<file path="config.mk">
export PLATFORM = sky130hd
export DESIGN_NAME = reg_two_read
export DESIGN_NICKNAME = d
export VERILOG_FILES = /design/src/rtl/reg_two_read.sv
export SDC_FILE = /design/constraint.sdc
export NUM_CORES = 1
export LEC_CHECK = 0
export ABC_AREA = 1
export CAP_MARGIN = 20
export CORE_ASPECT_RATIO = 0.8
export CORE_UTILIZATION = 40
export DETAILED_ROUTE_END_ITERATION = 16
export GPL_TIMING_DRIVEN = 0
export HOLD_SLACK_MARGIN = 0.08
export PLACE_DENSITY = 0.65
export SETUP_SLACK_MARGIN = 0.05
export SLEW_MARGIN = 20
export SYNTH_ARGS = -nofsm -noshare
export SYNTH_HDL_FRONTEND = slang
export SYNTH_SLANG_ARGS = --single-unit
</file>
<file path="constraint.sdc">
create_clock -name CLK -period 1.79 [get_ports CLK]
set_input_delay 0.2685 -clock CLK [delete_from_list [all_inputs] [get_ports CLK]]
set_output_delay 0.2685 -clock CLK [all_outputs]
set_load 0.05 [all_outputs]
</file>
<file path="src/rtl/reg_two_read.sv">
// Data register with two independent valid/ready read ports.
// Each read port tracks an unread value and counts values overwritten before they were read.
`timescale 1ns/1ps

module reg_two_read_port #(
    parameter int unsigned ovr_width = 8
) (
    input  logic                 clk,
    input  logic                 rst_n,
    input  logic                 wr_en_i,
    input  logic                 rdy_i,
    input  logic                 clr_ovr_i,
    output logic                 valid_o,
    output logic [ovr_width-1:0] ovr_o
);

    localparam logic [ovr_width-1:0] OVR_MAX = '1;

    logic                 valid_q, valid_d;
    logic [ovr_width-1:0] ovr_q, ovr_d;
    logic                 fire;

    assign fire = valid_q & rdy_i;

    // A write always leaves a pending value; a write into an unread slot is an overrun.
    always_comb begin
        valid_d = valid_q;
        ovr_d   = ovr_q;
        if (wr_en_i) begin
            valid_d = 1'b1;
        end else if (fire) begin
            valid_d = 1'b0;
        end
        if (clr_ovr_i) begin
            ovr_d = '0;
        end else if (wr_en_i && valid_q && !fire && ovr_q != OVR_MAX) begin
            ovr_d = ovr_q + ovr_width'(1);
        end
    end

    always_ff @(posedge clk or negedge rst_n) begin
        if (!rst_n) begin
            valid_q <= 1'b0;
            ovr_q   <= '0;
        end else begin
            valid_q <= valid_d;
            ovr_q   <= ovr_d;
        end
    end

    assign valid_o = valid_q;
    assign ovr_o   = ovr_q;

endmodule

module reg_two_read #(
    parameter int unsigned         width     = 1,
    parameter logic [width-1:0]    init      = '0,
    parameter int unsigned         ovr_width = 8
) (
    input  logic                 CLK,
    input  logic                 RST,
    input  logic [width-1:0]     D_IN,
    input  logic                 EN,
    output logic [width-1:0]     Q_OUT,
    output logic                 VALID_A,
    input  logic                 RDY_A,
    output logic [width-1:0]     DATA_A,
    output logic [ovr_width-1:0] OVR_A,
    output logic                 VALID_B,
    input  logic                 RDY_B,
    output logic [width-1:0]     DATA_B,
    output logic [ovr_width-1:0] OVR_B,
    input  logic                 CLR_OVR
);

    logic [width-1:0] q_q, q_d;

    always_comb begin
        q_d = q_q;
        if (EN) begin
            q_d = D_IN;
        end
    end

    always_ff @(posedge CLK or negedge RST) begin
        if (!RST) begin
            q_q <= init;
        end else begin
            q_q <= q_d;
        end
    end

    assign Q_OUT  = q_q;
    assign DATA_A = q_q;
    assign DATA_B = q_q;

    reg_two_read_port #(
        .ovr_width (ovr_width)
    ) u_port_a (
        .clk       (CLK),
        .rst_n     (RST),
        .wr_en_i   (EN),
        .rdy_i     (RDY_A),
        .clr_ovr_i (CLR_OVR),
        .valid_o   (VALID_A),
        .ovr_o     (OVR_A)
    );

    reg_two_read_port #(
        .ovr_width (ovr_width)
    ) u_port_b (
        .clk       (CLK),
        .rst_n     (RST),
        .wr_en_i   (EN),
        .rdy_i     (RDY_B),
        .clr_ovr_i (CLR_OVR),
        .valid_o   (VALID_B),
        .ovr_o     (OVR_B)
    );

endmodule

</file>
Word level (Yosys, flattened, before mapping):

Cells that the tools add are included.
W data, S select, Z words.

* flip-flop bits (word level): 19
* bits in latches: 0
* input port bits: 7
* RAM bits: 0
* output and inout bits: 21
* ROM bits: 0
* memories: 0
* word-level logic and storage cells: 31

* $add $sub $neg: 2
* shift-type cells: 0
* multiply operators: 0
* equality and inequality tests: 2
* bitwise operators: 2
* div/mod/pow operators: 0
* order comparisons: 0
* reduce and logical (&&, ||, !) cells: 12
* mux-type cells: 8

Operators by type and width (number)
* $mux W8: 4
* $add A8 B1 Y8 const B: 2
* $ne A8 B8 Y1 const B: 2
* $reduce_bool A2 Y1: 4
* $logic_and A1 B1 Y1: 6
* $mux W1: 4
* $and A1 B1 Y1: 2
* $logic_not A1 Y1: 2

Logic depth before layout (Yosys ltp):

Gate-level depths: netlist of the first run.

* depth after elaboration: 6
* depth in mapped cells: 9
* gate-level depth less buffers: 9

Modules after synthesis:

A second synthesis of the first run with hierarchy kept.

* cell total of the unflattened synthesis: 149
* area total of the unflattened synthesis: 1148.6 sq um

Modules (own cells, without submodules)
* reg_two_read_port: instances 2, area each 546.8 sq um, sequential area each 225.2 sq um, cells an instance 71
* reg_two_read: instances 1, area each 55.1 sq um, sequential area each 25.0 sq um, cells an instance 7

Least setup slack after synthesis of the first run:

No wires, ideal clock.

* path kind: reg2reg
* start: reg u_port_b.ovr_q[1], in the netlist u_port_b.ovr_o[1]
* end: reg u_port_b.ovr_q[5], in the netlist u_port_b.ovr_o[5]
* clock period less this slack: 1.618 ns
* slack: 0.172 ns
* required time: 1.724 ns
* arrival: 1.551 ns
* setup time: 0.066 ns
* path buffers: 0
* cell stages (with the launch flop): 8
* path through: dfrtp_1 -> ha_1 -> nand2_2 -> nor2_4 -> a21oi_4 -> nor2_4 -> nand2_1 -> nand2_1

* word-level cells in the longest chain between the ends: 3
* elaborated cells on any way between the ends: 6
* classes of those cells: add/sub: 1; eq/ne: 1; mux: 2; reduce/logical: 2

Ends and longest elaborated chain
* start, declared: line 20 `logic [ovr_width-1:0] ovr_q, ovr_d;`
* start signal, assigned: line 47 `ovr_q <= ovr_d;`
* $add A8 B1 Y8 or $ne A8 B8 Y1 (tied branches): line 37, 36
* $mux W8 or $logic_and A1 B1 Y1 (tied branches): line 36 `end else if (wr_en_i && valid_q && !fire && ovr_q != OVR_MAX) begin`
* $mux W8 or $reduce_bool A2 Y1 (tied branches)

Several ways; a longest one is shown, not always the timed one. The select of a mux whose other input is x is not followed.
A chain may end at the register's enable or synchronous reset.

Worst setup path after layout of the first run:

* start: reg u_port_a.ovr_q[0], in the netlist u_port_a.ovr_o[0]
* end: reg u_port_a.ovr_q[0], in the netlist u_port_a.ovr_o[0]

* word-level cells in the longest chain between the ends: 3
* elaborated cells on any way between the ends: 6
* classes of those cells: add/sub: 1; eq/ne: 1; mux: 2; reduce/logical: 2

Ends and longest elaborated chain (line)
* start, declared: 20
* start signal, assigned: 47
* $add A8 B1 Y8 or $ne A8 B8 Y1 (tied branches): 37, 36
* $mux W8 or $logic_and A1 B1 Y1 (tied branches): 36
* $mux W8 or $reduce_bool A2 Y1 (tied branches)

Several ways; a longest one is shown, not always the timed one. The select of a mux whose other input is x is not followed.

==> impl_metrics.prom, run 1 <==
# TYPE chip_impl_metric gauge
chip_impl_metric{name="initial_core_util",unit=""} 0.444
chip_impl_metric{name="synth_xor_area_frac",unit=""} 0.0462
chip_impl_metric{name="cp_max_fo",unit=""} 4
chip_impl_metric{name="clock_sinks",unit=""} 19
chip_impl_metric{name="cap_violations",unit=""} 0
chip_impl_metric{name="routed_via_count",unit=""} 1026
chip_impl_info{name="critical_path.reg2reg.startpoint",value="u_port_a.ovr_o[0]$_DFFE_PN0P_"} 1
chip_impl_metric{name="timing.final.crit_period",unit="ps"} 1650
chip_impl_info{name="critical_path.cell_chain",value="ha_1 -> nand2_2 -> nor2_4 -> a21oi_1 -> nand3_1 -> o21ai_1"} 1
chip_impl_metric{name="grt_start_max_net_pins",unit=""} 20
chip_impl_metric{name="drt-pass1-iter-count",unit=""} 4
chip_impl_info{name="tritoncts",value="yes"} 1
chip_impl_metric{name="num_rows",unit=""} 16
chip_impl_metric{name="synth.yosys.warnings",unit=""} 0
chip_impl_metric{name="worst_clock_skew",unit="ps"} 7.37
chip_impl_metric{name="met3_track_utilization_from_global_routing",unit=""} 0.0551
chip_impl_metric{name="p_total",unit="uW"} 816
chip_impl_metric{name="tightest_slew",unit="ps"} 888
chip_impl_metric{name="layoutNonFillerInstCount",unit=""} 221
chip_impl_info{name="type_of_the_setup_path_with_the_least_slack",value="reg2reg"} 1
chip_impl_metric{name="synthToLayoutAreaGrowth",unit="%"} 27.7
chip_impl_metric{name="post-dp-hpwl",unit="um"} 2080
chip_impl_metric{name="fp.dieArea",unit="um2"} 3070
chip_impl_info{name="critPathLaunch",value="u_port_a.ovr_o[0]$_DFFE_PN0P_"} 1
chip_impl_metric{name="synth_fp_nets",unit=""} 163
chip_impl_metric{name="boundaryPins",unit=""} 28
chip_impl_info{name="end_kind",value="flop"} 1
chip_impl_info{name="grt_busiest_layer",value="met2"} 1
chip_impl_metric{name="vdd_drop_max",unit="V"} 0.000382
chip_impl_metric{name="grt_antenna_before_repair",unit=""} 0
chip_impl_info{name="cp_slowest_cell",value="sky130_fd_sc_hd__dfrtp_1"} 1
chip_impl_metric{name="synth-simple-area-share",unit=""} 0.398
chip_impl_metric{name="drt_drc_violations_left",unit=""} 0
chip_impl_metric{name="synth_area",unit="um2"} 1140
chip_impl_info{name="min-delay-path-class",value="in2async"} 1
chip_impl_metric{name="die_w",unit="um"} 61.7
chip_impl_metric{name="synthesis.area_per_instance",unit="um2"} 7.39
chip_impl_metric{name="first_iter_violations",unit=""} 28
chip_impl_metric{name="max_stage_delay",unit="ps"} 440
chip_impl_metric{name="worst_setup_hold_path_clk_slew",unit="ps"} 110
chip_impl_metric{name="final_antenna_net_count",unit=""} 0
chip_impl_metric{name="synthesis.instances",unit=""} 154
chip_impl_metric{name="synth_fa_ha_area_frac",unit=""} 0.0220
chip_impl_metric{name="totalNegativeSetupSlack",unit="ps"} 0
chip_impl_metric{name="die_height",unit="um"} 49.7
chip_impl_metric{name="power_density",unit="nW/um2"} 561
chip_impl_metric{name="seq_area_frac_synth",unit=""} 0.418
chip_impl_metric{name="coreArea",unit="um2"} 2560
chip_impl_metric{name="grt_overflow",unit=""} 0
chip_impl_metric{name="postSynthRegisterBits",unit=""} 19
chip_impl_metric{name="detail_routed_net_length_per_standard_cell",unit="um"} 12.2
chip_impl_info{name="result_of_the_run",value="complete, no violations"} 1
chip_impl_metric{name="final-setup-viol-count",unit=""} 0
chip_impl_metric{name="grt.met1_usage",unit=""} 0.277
chip_impl_metric{name="postPlaceCellArea",unit="um2"} 1450
chip_impl_metric{name="period_share",unit=""} 0.922
chip_impl_info{name="clock_tree.root_cell",value="sky130_fd_sc_hd__clkbuf_4"} 1
chip_impl_metric{name="clkLatencyLatePin",unit="ps"} 300
chip_impl_metric{name="cts_buffer_depth",unit=""} 2
chip_impl_metric{name="diodes",unit=""} 0
chip_impl_metric{name="leakage",unit="nW"} 0.797
chip_impl_info{name="grt_setup_unrepaired",value="false"} 1
chip_impl_metric{name="grt_first_pass_wirelength",unit="um"} 4480
chip_impl_metric{name="vias_per_cell",unit=""} 4.64
chip_impl_metric{name="yosys-mux-area-fraction",unit=""} 0
chip_impl_metric{name="synth.distinct_cells",unit=""} 21
chip_impl_info{name="critical_path.startpoint_type",value="flop"} 1
chip_impl_metric{name="dpl.cell_count",unit=""} 217
chip_impl_metric{name="layout-drive-gt1-share",unit=""} 0.108
chip_impl_metric{name="fmaxAchievable",unit="MHz"} 606
chip_impl_metric{name="final_design_area_no_fill",unit="um2"} 1450
chip_impl_metric{name="finalCoreUtilization",unit=""} 0.567
chip_impl_metric{name="synth-compound-area-share",unit=""} 0.0363
chip_impl_metric{name="worst_ep_required_time",unit="ps"} 2010
chip_impl_metric{name="grt.total_usage",unit=""} 0.202
chip_impl_metric{name="final_net_count",unit=""} 195
chip_impl_info{name="largest_family_of_logic_cells_by_synthesized_area",value="simple AND/OR/NAND/NOR gates"} 1
chip_impl_metric{name="total_of_hold_buffers_inserted_after_clock_tree_synthesis",unit=""} 0
chip_impl_metric{name="numPortBuffers",unit=""} 27
chip_impl_metric{name="timing.slew.headroom",unit=""} 0.406
chip_impl_metric{name="number_of_global_route_vias_before_repair",unit=""} 970
chip_impl_metric{name="h-tree-depth",unit=""} 1
chip_impl_metric{name="finalHoldViolCount",unit=""} 0
chip_impl_metric{name="timing.critical_path.arrival",unit="ps"} 1870
chip_impl_metric{name="met2_usage_grt",unit=""} 0.312
chip_impl_metric{name="tritoncts.num_buffers",unit=""} 3
chip_impl_metric{name="place.gp.congestion",unit=""} 0.836
chip_impl_metric{name="routed_wl",unit="um"} 2690
chip_impl_metric{name="post_cts_repair_setup_buffers",unit=""} 0
chip_impl_metric{name="timing_max_transition_violations_final",unit=""} 0
cells in the mapped netlist:
master | count | area [um2]
sky130_fd_sc_hd__nand4_1 | 3 | 18.8
sky130_fd_sc_hd__a21oi_1 | 2 | 10.0
sky130_fd_sc_hd__nor2_2 | 1 | 6.26
sky130_fd_sc_hd__o21ai_0 | 1 | 5.00
sky130_fd_sc_hd__inv_1 | 15 | 56.3
sky130_fd_sc_hd__dfrtp_1 | 19 | 475
sky130_fd_sc_hd__nand3_1 | 15 | 75.1
sky130_fd_sc_hd__xnor2_1 | 1 | 8.76
sky130_fd_sc_hd__nand2_2 | 4 | 25.0
sky130_fd_sc_hd__inv_2 | 3 | 11.3
sky130_fd_sc_hd__xor2_1 | 5 | 43.8
sky130_fd_sc_hd__a21oi_4 | 1 | 16.3
sky130_fd_sc_hd__clkinv_4 | 1 | 8.76
sky130_fd_sc_hd__ha_1 | 2 | 25.0
sky130_fd_sc_hd__nand2_4 | 1 | 11.3
sky130_fd_sc_hd__nand2_1 | 58 | 218
sky130_fd_sc_hd__nor3_1 | 1 | 5.00
sky130_fd_sc_hd__nor2_1 | 13 | 48.8
sky130_fd_sc_hd__o21ai_1 | 2 | 10.0
sky130_fd_sc_hd__buf_4 | 2 | 15.0
sky130_fd_sc_hd__nor2_4 | 4 | 45.0
final timing paths:
path / slack [ps] / depth (start not counted) / to
max: 140 / 6 / u_port_a.ovr_o[0]$_DFFE_PN0P_
min: 450 / 1 / u_port_b.ovr_o[4]$_DFFE_PN0P_
max reg2reg: 140 / 6 / u_port_a.ovr_o[0]$_DFFE_PN0P_
min reg2reg: 510 / 2 / u_port_a.valid_o$_DFFE_PN0P_
max in group asynchronous: 790 / 1 / u_port_a.ovr_o[1]$_DFFE_PN0P_
min in group CLK: 510 / 2 / u_port_a.valid_o$_DFFE_PN0P_
registers in the layout, indices dropped and copies added (netlist names):
name	count
u_port_a.ovr_o	8
u_port_b.ovr_o	8
DATA_A	1
u_port_a.valid_o	1
u_port_b.valid_o	1
metal layers:
layer	vias up	part of all wire
met5	-	0
met3	2	0.035
met1	462	0.51
li1	540	-
met2	22	0.45
met4	0	0.0078
worst max-delay path: cells and delay by family (launching register included):
family | cells | cell delay, ps
adders and majority gates | 1 | 250
and+or+nand+nor | 3 | 350
AOI/OAI and AO/OA | 2 | 520
DFF | 1 | 440
final cells by class:
type,count,area (um2)
clock buffer,4,26.3
inverter,19,76.3
tap,36,45.0
fill,277,1110
buffer,2,15.0
timing repair buffer,27,244
sequential,19,475
multi-input combinational,114,572
metrics by stage:
stage               hold WS [ps]  worst slack, ps
floorplan                  -27.1              172
finish                       454              140
CTS                          478              165
detailed placement           503              119
global placement             480              197
global route                 511              108
kinds of logic (layout without fill, tap and decap cells):
group                      Yosys count  after routing
AOI/OAI and AO/OA                    6              6
and+or+nand+nor                    100            100
DFF                                 19             19
buffers and inverters               21             52
adders and majority gates            2              2
xor gates and xnor gates             6              6
cell usage in the layout (no fill, tap or decap):
cell and n:
sky130_fd_sc_hd__nand2_2 4, sky130_fd_sc_hd__nand2_1 58, sky130_fd_sc_hd__o21ai_1 2, sky130_fd_sc_hd__o21ai_0 1
sky130_fd_sc_hd__inv_1 15, sky130_fd_sc_hd__nor2_1 13, sky130_fd_sc_hd__buf_4 2, sky130_fd_sc_hd__a21oi_4 1
sky130_fd_sc_hd__nor3_1 1, sky130_fd_sc_hd__ha_1 2, sky130_fd_sc_hd__dfrtp_1 19, sky130_fd_sc_hd__nand4_1 3
sky130_fd_sc_hd__clkdlybuf4s50_1 6, sky130_fd_sc_hd__xnor2_1 1, sky130_fd_sc_hd__nand2_4 1, sky130_fd_sc_hd__nor2_2 1
sky130_fd_sc_hd__nand3_1 15, sky130_fd_sc_hd__inv_2 3, sky130_fd_sc_hd__clkbuf_1 1, sky130_fd_sc_hd__a21oi_1 2
sky130_fd_sc_hd__xor2_1 5, sky130_fd_sc_hd__dlygate4sd2_1 21, sky130_fd_sc_hd__nor2_4 4, sky130_fd_sc_hd__clkinv_4 1
sky130_fd_sc_hd__clkbuf_4 3
power breakdown:
part / switching, mW / internal, mW / total [mW]
registers: 0.00950 / 0.438 / 0.448
clock network: 0.135 / 0.0870 / 0.222
logic: 0.103 / 0.0425 / 0.146
timing repair:
| action | CTS | global route |
|---|---|---|
| gates resized for setup | 21 | 0 |
| hold endpoints to repair | 0 | 0 |
| setup endpoints to repair | 21 | 0 |
No activity file was read; power rests on OpenSTA's default activity.
==> run 2, diff against run 1 <==
CORE_ASPECT_RATIO = unset   (was 0.8)
==> run 2 against run 1 <==
Effect of this change:
- maximum frequency grew 2.0%
- sequential cell count stayed put
- wire length is 8.4% lower
- largest cell class unchanged
- cell count decreased by 2.7%
==> impl_metrics.prom, run 2 (same netlist as run 1, synthesis figures left out) <==
# TYPE chip_impl_metric gauge
chip_impl_metric{name="cp_max_fo",unit=""} 4
chip_impl_info{name="type_of_the_setup_path_with_the_least_slack",value="reg2out"} 1
chip_impl_metric{name="cts_buffer_depth",unit=""} 2
chip_impl_metric{name="area.sequential",unit="um2"} 475
chip_impl_metric{name="die_w",unit="um"} 55.4
chip_impl_metric{name="power_density",unit="nW/um2"} 563
chip_impl_metric{name="initial_core_util",unit=""} 0.440
chip_impl_metric{name="place.gp.congestion",unit=""} 0.824
chip_impl_metric{name="reg2reg_depth",unit=""} 6
chip_impl_info{name="clock_tree.root_cell",value="sky130_fd_sc_hd__clkbuf_4"} 1
chip_impl_metric{name="routed_via_count",unit=""} 1034
chip_impl_info{name="grt_setup_unrepaired",value="false"} 1
chip_impl_metric{name="boundaryPins",unit=""} 28
chip_impl_metric{name="diodes",unit=""} 0
chip_impl_metric{name="fmaxAchievable",unit="MHz"} 618
chip_impl_info{name="mostFrequentLayoutCells",value="58 x sky130_fd_sc_hd__nand2_1, 21 x sky130_fd_sc_hd__dlygate4sd2_1, 19 x sky130_fd_sc_hd__dfrtp_1, 15 x sky130_fd_sc_hd__inv_1, 15 x sky130_fd_sc_hd__nand3_1"} 1
chip_impl_metric{name="tritoncts.num_buffers",unit=""} 3
chip_impl_metric{name="leakage",unit="nW"} 0.800
chip_impl_metric{name="tightest_slew",unit="ps"} 864
chip_impl_metric{name="num_rows",unit=""} 18
chip_impl_metric{name="multiInputGateArea",unit="um2"} 572
chip_impl_metric{name="fp.dieArea",unit="um2"} 3060
chip_impl_metric{name="cts.repair.resized",unit=""} 21
chip_impl_metric{name="drt_drc_violations_left",unit=""} 0
chip_impl_info{name="result_of_the_run",value="complete, no violations"} 1
chip_impl_metric{name="fin_worst_hold_slack",unit="ps"} 450
chip_impl_metric{name="dpl.cell_count",unit=""} 211
chip_impl_metric{name="reg2reg_slack",unit="ps"} 350
chip_impl_metric{name="layoutNonFillerInstCount",unit=""} 215
chip_impl_metric{name="post_cts_repair_setup_buffers",unit=""} 0
chip_impl_metric{name="cap_violations",unit=""} 0
chip_impl_metric{name="worst_setup_hold_path_clk_slew",unit="ps"} 120
chip_impl_metric{name="total_of_hold_buffers_inserted_after_clock_tree_synthesis",unit=""} 0
chip_impl_metric{name="dp_slack",unit="ps"} 198
chip_impl_metric{name="postPlaceCellArea",unit="um2"} 1450
chip_impl_metric{name="final_net_count",unit=""} 195
chip_impl_metric{name="grt_first_pass_wirelength",unit="um"} 4430
chip_impl_metric{name="timing.slew.headroom",unit=""} 0.422
chip_impl_metric{name="timing.final.crit_period",unit="ps"} 1620
chip_impl_metric{name="number_of_global_route_vias_before_repair",unit=""} 1016
chip_impl_metric{name="coreArea",unit="um2"} 2590
chip_impl_metric{name="grt.total_usage",unit=""} 0.178
chip_impl_metric{name="grt_antenna_before_repair",unit=""} 0
chip_impl_metric{name="totalNegativeSetupSlack",unit="ps"} 0
chip_impl_info{name="min-delay-path-class",value="in2async"} 1
chip_impl_metric{name="vias_per_cell",unit=""} 4.81
chip_impl_metric{name="numPortBuffers",unit=""} 27
chip_impl_metric{name="final_critical_path_setup_slack",unit="ps"} 172
chip_impl_metric{name="finalHoldViolCount",unit=""} 0
chip_impl_metric{name="worst_clock_skew",unit="ps"} 2.76
chip_impl_info{name="critical_path.reg2reg.startpoint",value="u_port_a.ovr_o[0]$_DFFE_PN0P_"} 1
chip_impl_metric{name="vdd_drop_max",unit="V"} 0.000350
chip_impl_metric{name="period_share",unit=""} 0.904
chip_impl_metric{name="drt-pass1-iter-count",unit=""} 4
chip_impl_metric{name="final_design_area_no_fill",unit="um2"} 1450
chip_impl_metric{name="timing.critical_path.arrival",unit="ps"} 1350
chip_impl_metric{name="synthToLayoutAreaGrowth",unit="%"} 27.1
chip_impl_info{name="critical_path.startpoint_type",value="flop"} 1
chip_impl_metric{name="layout.filler_cells",unit=""} 261
chip_impl_info{name="critPathLaunch",value="DATA_A$_DFFE_PN0P_"} 1
chip_impl_metric{name="worst_ep_required_time",unit="ps"} 1520
chip_impl_metric{name="post-dp-hpwl",unit="um"} 1880
chip_impl_metric{name="timing_max_transition_violations_final",unit=""} 0
chip_impl_metric{name="grt_start_max_net_pins",unit=""} 20
chip_impl_metric{name="grt_overflow",unit=""} 0
chip_impl_info{name="crit-reg2reg-capture",value="u_port_a.ovr_o[0]$_DFFE_PN0P_"} 1
chip_impl_metric{name="die_height",unit="um"} 55.4
chip_impl_metric{name="detail_routed_net_length_per_standard_cell",unit="um"} 11.5
chip_impl_metric{name="h-tree-depth",unit=""} 1
chip_impl_info{name="critical_path.endpoint",value="Q_OUT"} 1
chip_impl_metric{name="first_iter_violations",unit=""} 29
chip_impl_info{name="tritoncts",value="yes"} 1
chip_impl_metric{name="clkLatencyLatePin",unit="ps"} 300
chip_impl_metric{name="layout-drive-gt1-share",unit=""} 0.114
chip_impl_metric{name="final_antenna_net_count",unit=""} 0
chip_impl_metric{name="routed_wl",unit="um"} 2460
chip_impl_metric{name="clock_sinks",unit=""} 19
chip_impl_info{name="end_kind",value="output port"} 1
chip_impl_info{name="mostFrequentLayoutCell",value="sky130_fd_sc_hd__nand2_1"} 1
chip_impl_metric{name="final-setup-viol-count",unit=""} 0
[run 2: metal layers]
metal / part of all wire / vias up / GRT usage
li1: - / 537 / -
met1: 0.48 / 474 / 0.231
met2: 0.47 / 21 / 0.301
met3: 0.047 / 2 / 0.0304
met4: 0.0041 / 0 / 0.0536
met5: 0 / - / 0
[run 2: layout make-up]
class	count	area share
inverter	19	0.0527
clock buffer	3	0.0156
tap	30	0.0259
clock inverter	1	0.00346
multi-input combinational	114	0.395
buffer	2	0.0104
sequential	19	0.328
timing repair buffer	27	0.169
[run 2: power by group]
part,switching [mW],internal [mW]
registers,0.00941,0.438
clock network,0.141,0.0832
logic,0.101,0.0423
total,0.252,0.564
[run 2: how the worst min path moves through the flow]
stage | from | end | slack [ps] | cells after the start
5_1_grt | D_IN | DATA_A$_DFFE_PN0P_ | 520 | 3
3_3_place_gp | u_port_a.valid_o$_DFFE_PN0P_ | u_port_a.valid_o$_DFFE_PN0P_ | 480 | 2
6_report | RST | u_port_b.valid_o$_DFFE_PN0P_ | 450 | 1
4_1_cts | RST | u_port_a.valid_o$_DFFE_PN0P_ | 490 | 1
2_1_floorplan | RST | DATA_A$_DFFE_PN0P_ | -30 | 0
3_5_place_dp | u_port_a.valid_o$_DFFE_PN0P_ | u_port_a.valid_o$_DFFE_PN0P_ | 510 | 2
[run 2: per-stage QoR]
stage	utilization	total power, mW
after CTS	0.559	0.829
after global placement	0.558	0.608
final	0.559	0.815
after detailed placement	0.558	0.612
after global routing	0.559	0.851
after floorplan	-	0.547
[run 2: critical path, cell delays in order, from the launching register on]
cell and delay (ps):
sky130_fd_sc_hd__dfrtp_1 420, sky130_fd_sc_hd__buf_4 120, sky130_fd_sc_hd__dlygate4sd2_1 510
==> patch 1, RTL diff (settings of run 2) <==
`ovr_width` is set to 8 in 2 places; all go to 10.
--- a/src/rtl/reg_two_read.sv
+++ b/src/rtl/reg_two_read.sv
@@ -3,7 +3,7 @@
 `timescale 1ns/1ps
 
 module reg_two_read_port #(
-    parameter int unsigned ovr_width = 8
+    parameter int unsigned ovr_width = 10
 ) (
     input  logic                 clk,
     input  logic                 rst_n,
@@ -56,7 +56,7 @@
 module reg_two_read #(
     parameter int unsigned         width     = 1,
     parameter logic [width-1:0]    init      = '0,
-    parameter int unsigned         ovr_width = 8
+    parameter int unsigned         ovr_width = 10
 ) (
     input  logic                 CLK,
     input  logic                 RST,
Interface: changed (resized OVR_A and OVR_B); port bits go from 28 to 32. No check against the original RTL was run, so the function may have changed too.
==> patch 1 against run 2 <==
Largest power group unchanged. Sequential share of layout area shrank 0.92 points. Wire length grew 23%. Power rose by 18%. Clock power increased by 9.4%. Final area increased by 25%. Sequential cell count grew 4. Setup slack lost 0.014 ns. Clock skew up 0.013 ns. Area after synthesis increased by 26%. Core utilization decreased by 2.7 points. Via count grew 27%. First-iteration DRC count rose by 79%.
==> patch 1: results (changes against run 2) <==
port-buffer-count: 31  # was 27
synthTopCellsByCount: "49 x nand2_1, 25 x nand3_1, 23 x dfrtp_1"  # was 58 x nand2_1, 19 x dfrtp_1, 15 x inv_1, 15 x nand3_1, 13 x nor2_1
post-place-ws_ns: 0.2027  # was 0.1979 ns
grt_use_met2_pct: 31.64  # was 30.12%
dr_total_vias: 1318  # was 1,034
grt_use_total_pct: 18.38  # was 17.77%
met1_usage_pct: 22.78  # was 23.08%
post_drt_via_cell_ratio: 4.846  # was 4.809
synth_nets: 199  # was 163
syn_inst: 190  # was 154
wirelength_met1_um: 1437  # was 1189 um
crit_path_max_incr_delay_ns: 0.56  # was 0.51 ns
status: "finished, final reports clean"  # unchanged
grt_pass1_vias: 1169  # was 1,016
p_leak_nw: 0.8990  # was 0.7996 nW
cts-resized-gates: 25  # was 21
hpwl_um: 2269  # was 1878 um
grt_max_degree: 24  # was 20
place_inst: 267  # was 211
clock_skew_ns: 0.01569  # was 0.002761 ns
clk_latency_ns: 0.32  # was 0.30 ns
cp_max_fo: 6  # was 4
synthTopCellsByArea: "dfrtp_1 40%, nand2_1 13%, nand3_1 8.7%"  # was dfrtp_1 42%, nand2_1 19%, nand3_1 6.6%
drtIter0Drc: 52  # was 29
max_slew_margin_pct: 64.72  # was 42.22%
root_buffer: "clkbuf_4"  # unchanged
grt_pass1_wl_um: 5112  # was 4429 um
wl_met2_um: 1463  # was 1147 um
synth-seq-area-share_pct: 40.14  # was 41.76%
drt-total-wl_um: 3040  # was 2462 um
peakVddDrop_uv: 221.5  # was 349.7 uV
gp_congestion: 0.7899  # was 0.8236
clk_pin_slew_ns: 0.14  # was 0.12 ns
grtUsageMet3_pct: 3.520  # was 3.044%
-- patch 1: cell types whose count changed in the layout (fill, tap and decap cells not counted), moves of 4 or more --
cell           delta
inv_1             +7
dfrtp_1           +4
dlygate4sd2_1     +4
nand3_1          +10
o21ai_0          +10
nand2_1           -9
nor2_1            +4
-- patch 1: where the power goes --
part	internal (mW)	leakage [nW]	switching [mW]	total (mW)
registers	0.532	0.311	0.0141	0.546
clock network	0.0837	0.0177	0.162	0.245
logic	0.0509	0.571	0.123	0.174
-- patch 1: path summary, 6_finish.rpt --
path	endpoint	start	slack [ns]	depth (start not counted)
worst max-delay path	OVR_A[6]	u_port_a.ovr_o[6]$_DFFE_PN0P_	0.16	1
worst min-delay path	u_port_a.ovr_o[4]$_DFFE_PN0P_	RST	0.44	2
worst max register to register	u_port_b.ovr_o[7]$_DFFE_PN0P_	u_port_b.ovr_o[0]$_DFFE_PN0P_	0.34	8
worst min register to register	DATA_A$_DFFE_PN0P_	DATA_A$_DFFE_PN0P_	0.53	2
max in group asynchronous	u_port_b.ovr_o[8]$_DFFE_PN0P_	RST	0.98	2
min in group CLK	DATA_A$_DFFE_PN0P_	D_IN	0.49	3
-- patch 1: cell families after synthesis --
group	share of synthesized area (%)
and+or+nand+nor	39.53
buffers and inverters	8.551
DFF	40.14
AOI/OAI and AO/OA	6.980
xor gates and xnor gates	3.055
adders and majority gates	1.745
-- patch 1: cell type report --
| cell class | count | area, um2 |
|---|---|---|
| plain buffers | 4 | 25.02 |
| clock buffers | 3 | 22.52 |
| clock inverters | 1 | 5.005 |
| fillers | 363 | 1587 |
| inverters | 26 | 97.59 |
| multi-input cells | 137 | 735.7 |
| flip-flops and latches | 23 | 575.6 |
| well taps | 46 | 57.56 |
| repair buffers | 32 | 284.0 |
==> patch 2, RTL diff (settings of run 2) <==
Made on the original files. Make the reset (`RST` and `rst_n`) synchronous in 2 clocked blocks.
--- a/src/rtl/reg_two_read.sv
+++ b/src/rtl/reg_two_read.sv
@@ -38,7 +38,7 @@
         end
     end
 
-    always_ff @(posedge clk or negedge rst_n) begin
+    always_ff @(posedge clk) begin
         if (!rst_n) begin
             valid_q <= 1'b0;
             ovr_q   <= '0;
@@ -83,7 +83,7 @@
         end
     end
 
-    always_ff @(posedge CLK or negedge RST) begin
+    always_ff @(posedge CLK) begin
         if (!RST) begin
             q_q <= init;
         end else begin
Function: differs if RST is asserted again (counterexample within 4 cycles, from zero or initial values and one cycle with RST low); with RST held inactive, the same outputs for 10 cycles.
==> patch 2 against run 2 <==
Sequential cell count did not move. Power fell by 7.5%. Setup slack got worse by 0.0040 ns. Clock skew rose by 0.012 ns. Die area fell by 8.2%. Wire length fell by 11%. Final area fell by 6.7%. Highest routed layer unchanged. Maximum frequency fell by 0.25%. Area after synthesis fell by 8.5%.
==> patch 2: results (changes against run 2) <==
wl_per_cell_um: 10.41  # was 11.45 um
clock_skew_ns: 0.01472  # was 0.002761 ns
r2r_end: "u_port_a.ovr_o[3]$_SDFFE_PP0P_"  # was u_port_a.ovr_o[0]$_DFFE_PN0P_
grt_use_total_pct: 17.65  # was 17.77%
hold_class: "reg2reg"  # was in2async
hp-start: "u_port_a.valid_o$_SDFFE_PN0P_"
gp_congestion: 0.8064  # was 0.8236
clockBufferDepth: 2  # unchanged
drt_first_pass_iters: 4  # unchanged
synth-seq-area-share_pct: 36.49  # was 41.76%
async_reset_ff_share_pct: 0  # was 100.0%
ys_types: 23  # was 21
grt_antenna_before_repair: 0  # unchanged
grt_pass1_vias: 905  # was 1,016
finalNetCount: 191  # was 195
reg2reg_from: "u_port_a.ovr_o[0]$_SDFFE_PP0P_"  # was u_port_a.ovr_o[0]$_DFFE_PN0P_
min_path_cells: 2
port-buffer-count: 27  # unchanged
grt_max_degree: 12  # was 20
cts_made_buffers: 3  # unchanged
ys_warn_count: 0  # unchanged
drtIter0Drc: 20  # was 29
ctsHtreeMaxLevel: 1  # unchanged
hold_end: "u_port_a.valid_o$_SDFFE_PN0P_"
grt_pass1_wl_um: 3650  # was 4429 um
peakVddDrop_uv: 537.1  # was 349.7 uV
antennaDiodeCount: 0  # unchanged
drive_gt1_share_pct: 16.02  # was 11.35%
synth_nets: 159  # was 163
clk_pin_slew_ns: 0.13
p_leak_nw: 0.6389  # was 0.7996 nW
root_buffer: "clkbuf_4"  # unchanged
cp_max_fo: 4  # unchanged
hpwl_um: 1704  # was 1878 um
rr_worst_depth: 8  # was 6
synthTopCellsByCount: "36 x nand2_1, 19 x dfxtp_1, 19 x nor2_1"  # was 58 x nand2_1, 19 x dfrtp_1, 15 x inv_1, 15 x nand3_1, 13 x nor2_1
r2r_setup_slack_ns: 0.39  # was 0.35 ns
clk_latency_ns: 0.31
dr_total_vias: 996  # was 1,034
status: "finished, final reports clean"  # unchanged
worst_pin_slew_ns: 0.4986  # was 0.8639 ns
synthTopCellsByArea: "dfxtp_1 36%, nand2_1 13%, nor2_1 6.8%"  # was dfrtp_1 42%, nand2_1 19%, nand3_1 6.6%
## patch 2: cell types whose count changed in the layout (fill, tap and decap cells not counted), sizes merged, moves of 2 or more
cell / before / now
a31oi: 0 / 2
dfxtp: 0 / 19
xor2: 5 / 0
dfrtp: 19 / 0
a21oi: 3 / 10
nor3: 1 / 3
nor2: 18 / 28
nand2: 63 / 42
## patch 2: worst max-delay path, cell delays in order, from the launching register on
cell and delay [ns]:
dfxtp_1 0.40, buf_4 0.12, dlygate4sd2_1 0.52
## patch 2: kinds of logic after synthesis
logic type / after synthesis / synth area share [%]
buf+inv: 22 / 9.003
fa+ha+maj: 2 / 2.401
simple gates: 91 / 43.82
flops: 19 / 36.49
compound gates: 16 / 8.282
## patch 2: cell type report
cell class              instances  area [um2]
repair buffers                 27       244.0
well taps                      30       37.54
inverters                      19       71.32
multi-input cells             109       568.0
fillers                       261        1126
clock buffers                   3       22.52
flip-flops and latches         19       380.4
clock inverters                 1       5.005
plain buffers                   3       22.52
## patch 2: where the power goes
| part | total [mW] | switching (mW) | internal [mW] |
|---|---|---|---|
| clock network | 0.230 | 0.147 | 0.0834 |
| registers | 0.433 | 0.00507 | 0.428 |
| logic | 0.0910 | 0.0582 | 0.0328 |
## patch 2: metal layers
| metal | wire length (um) | global-route usage [%] | vias up |
|---|---|---|---|
| met2 | 1081 | 33.76 | 16 |
| met1 | 1000 | 19.17 | 441 |
| met3 | 101 | 5.172 | 2 |
| met5 | 0 | 0 | - |
| met4 | 13 | 2.632 | 0 |
| li1 | - | - | 537 |
## patch 2: timing repair
| item | CTS | global route |
|---|---|---|
| buffers inserted | 0 | 0 |
| setup endpoints to repair | 21 | 0 |
| gates resized for setup | 21 | 0 |
## patch 2: worst max path at each step
stage	slack, ns	to	startpoint
after floorplan	0.11	u_port_a.ovr_o[3]$_SDFFE_PP0P_	u_port_a.ovr_o[0]$_SDFFE_PP0P_
after global placement	0.24	u_port_a.ovr_o[5]$_SDFFE_PP0P_	EN
after detailed placement	0.23	u_port_a.ovr_o[5]$_SDFFE_PP0P_	EN
after CTS	0.16	Q_OUT	DATA_A$_SDFFE_PN0P_
after global routing	0.12	Q_OUT	DATA_A$_SDFFE_PN0P_
final	0.17	Q_OUT	DATA_A$_SDFFE_PN0P_
## patch 2: metrics by stage
step	cell area, um2	instances	hold WS [ns]	utilization, %	setup WS [ns]
2_1_floorplan	1042	150	0.4034	-	0.1138
3_3_place_gp	1350	207	0.4751	54.49	0.2397
3_5_place_dp	1350	207	0.4913	54.49	0.2302
4_1_cts	1351	211	0.5085	54.55	0.1579
5_1_grt	1351	211	0.5446	54.55	0.1235
6_report	1351	211	0.5044	54.55	0.1682
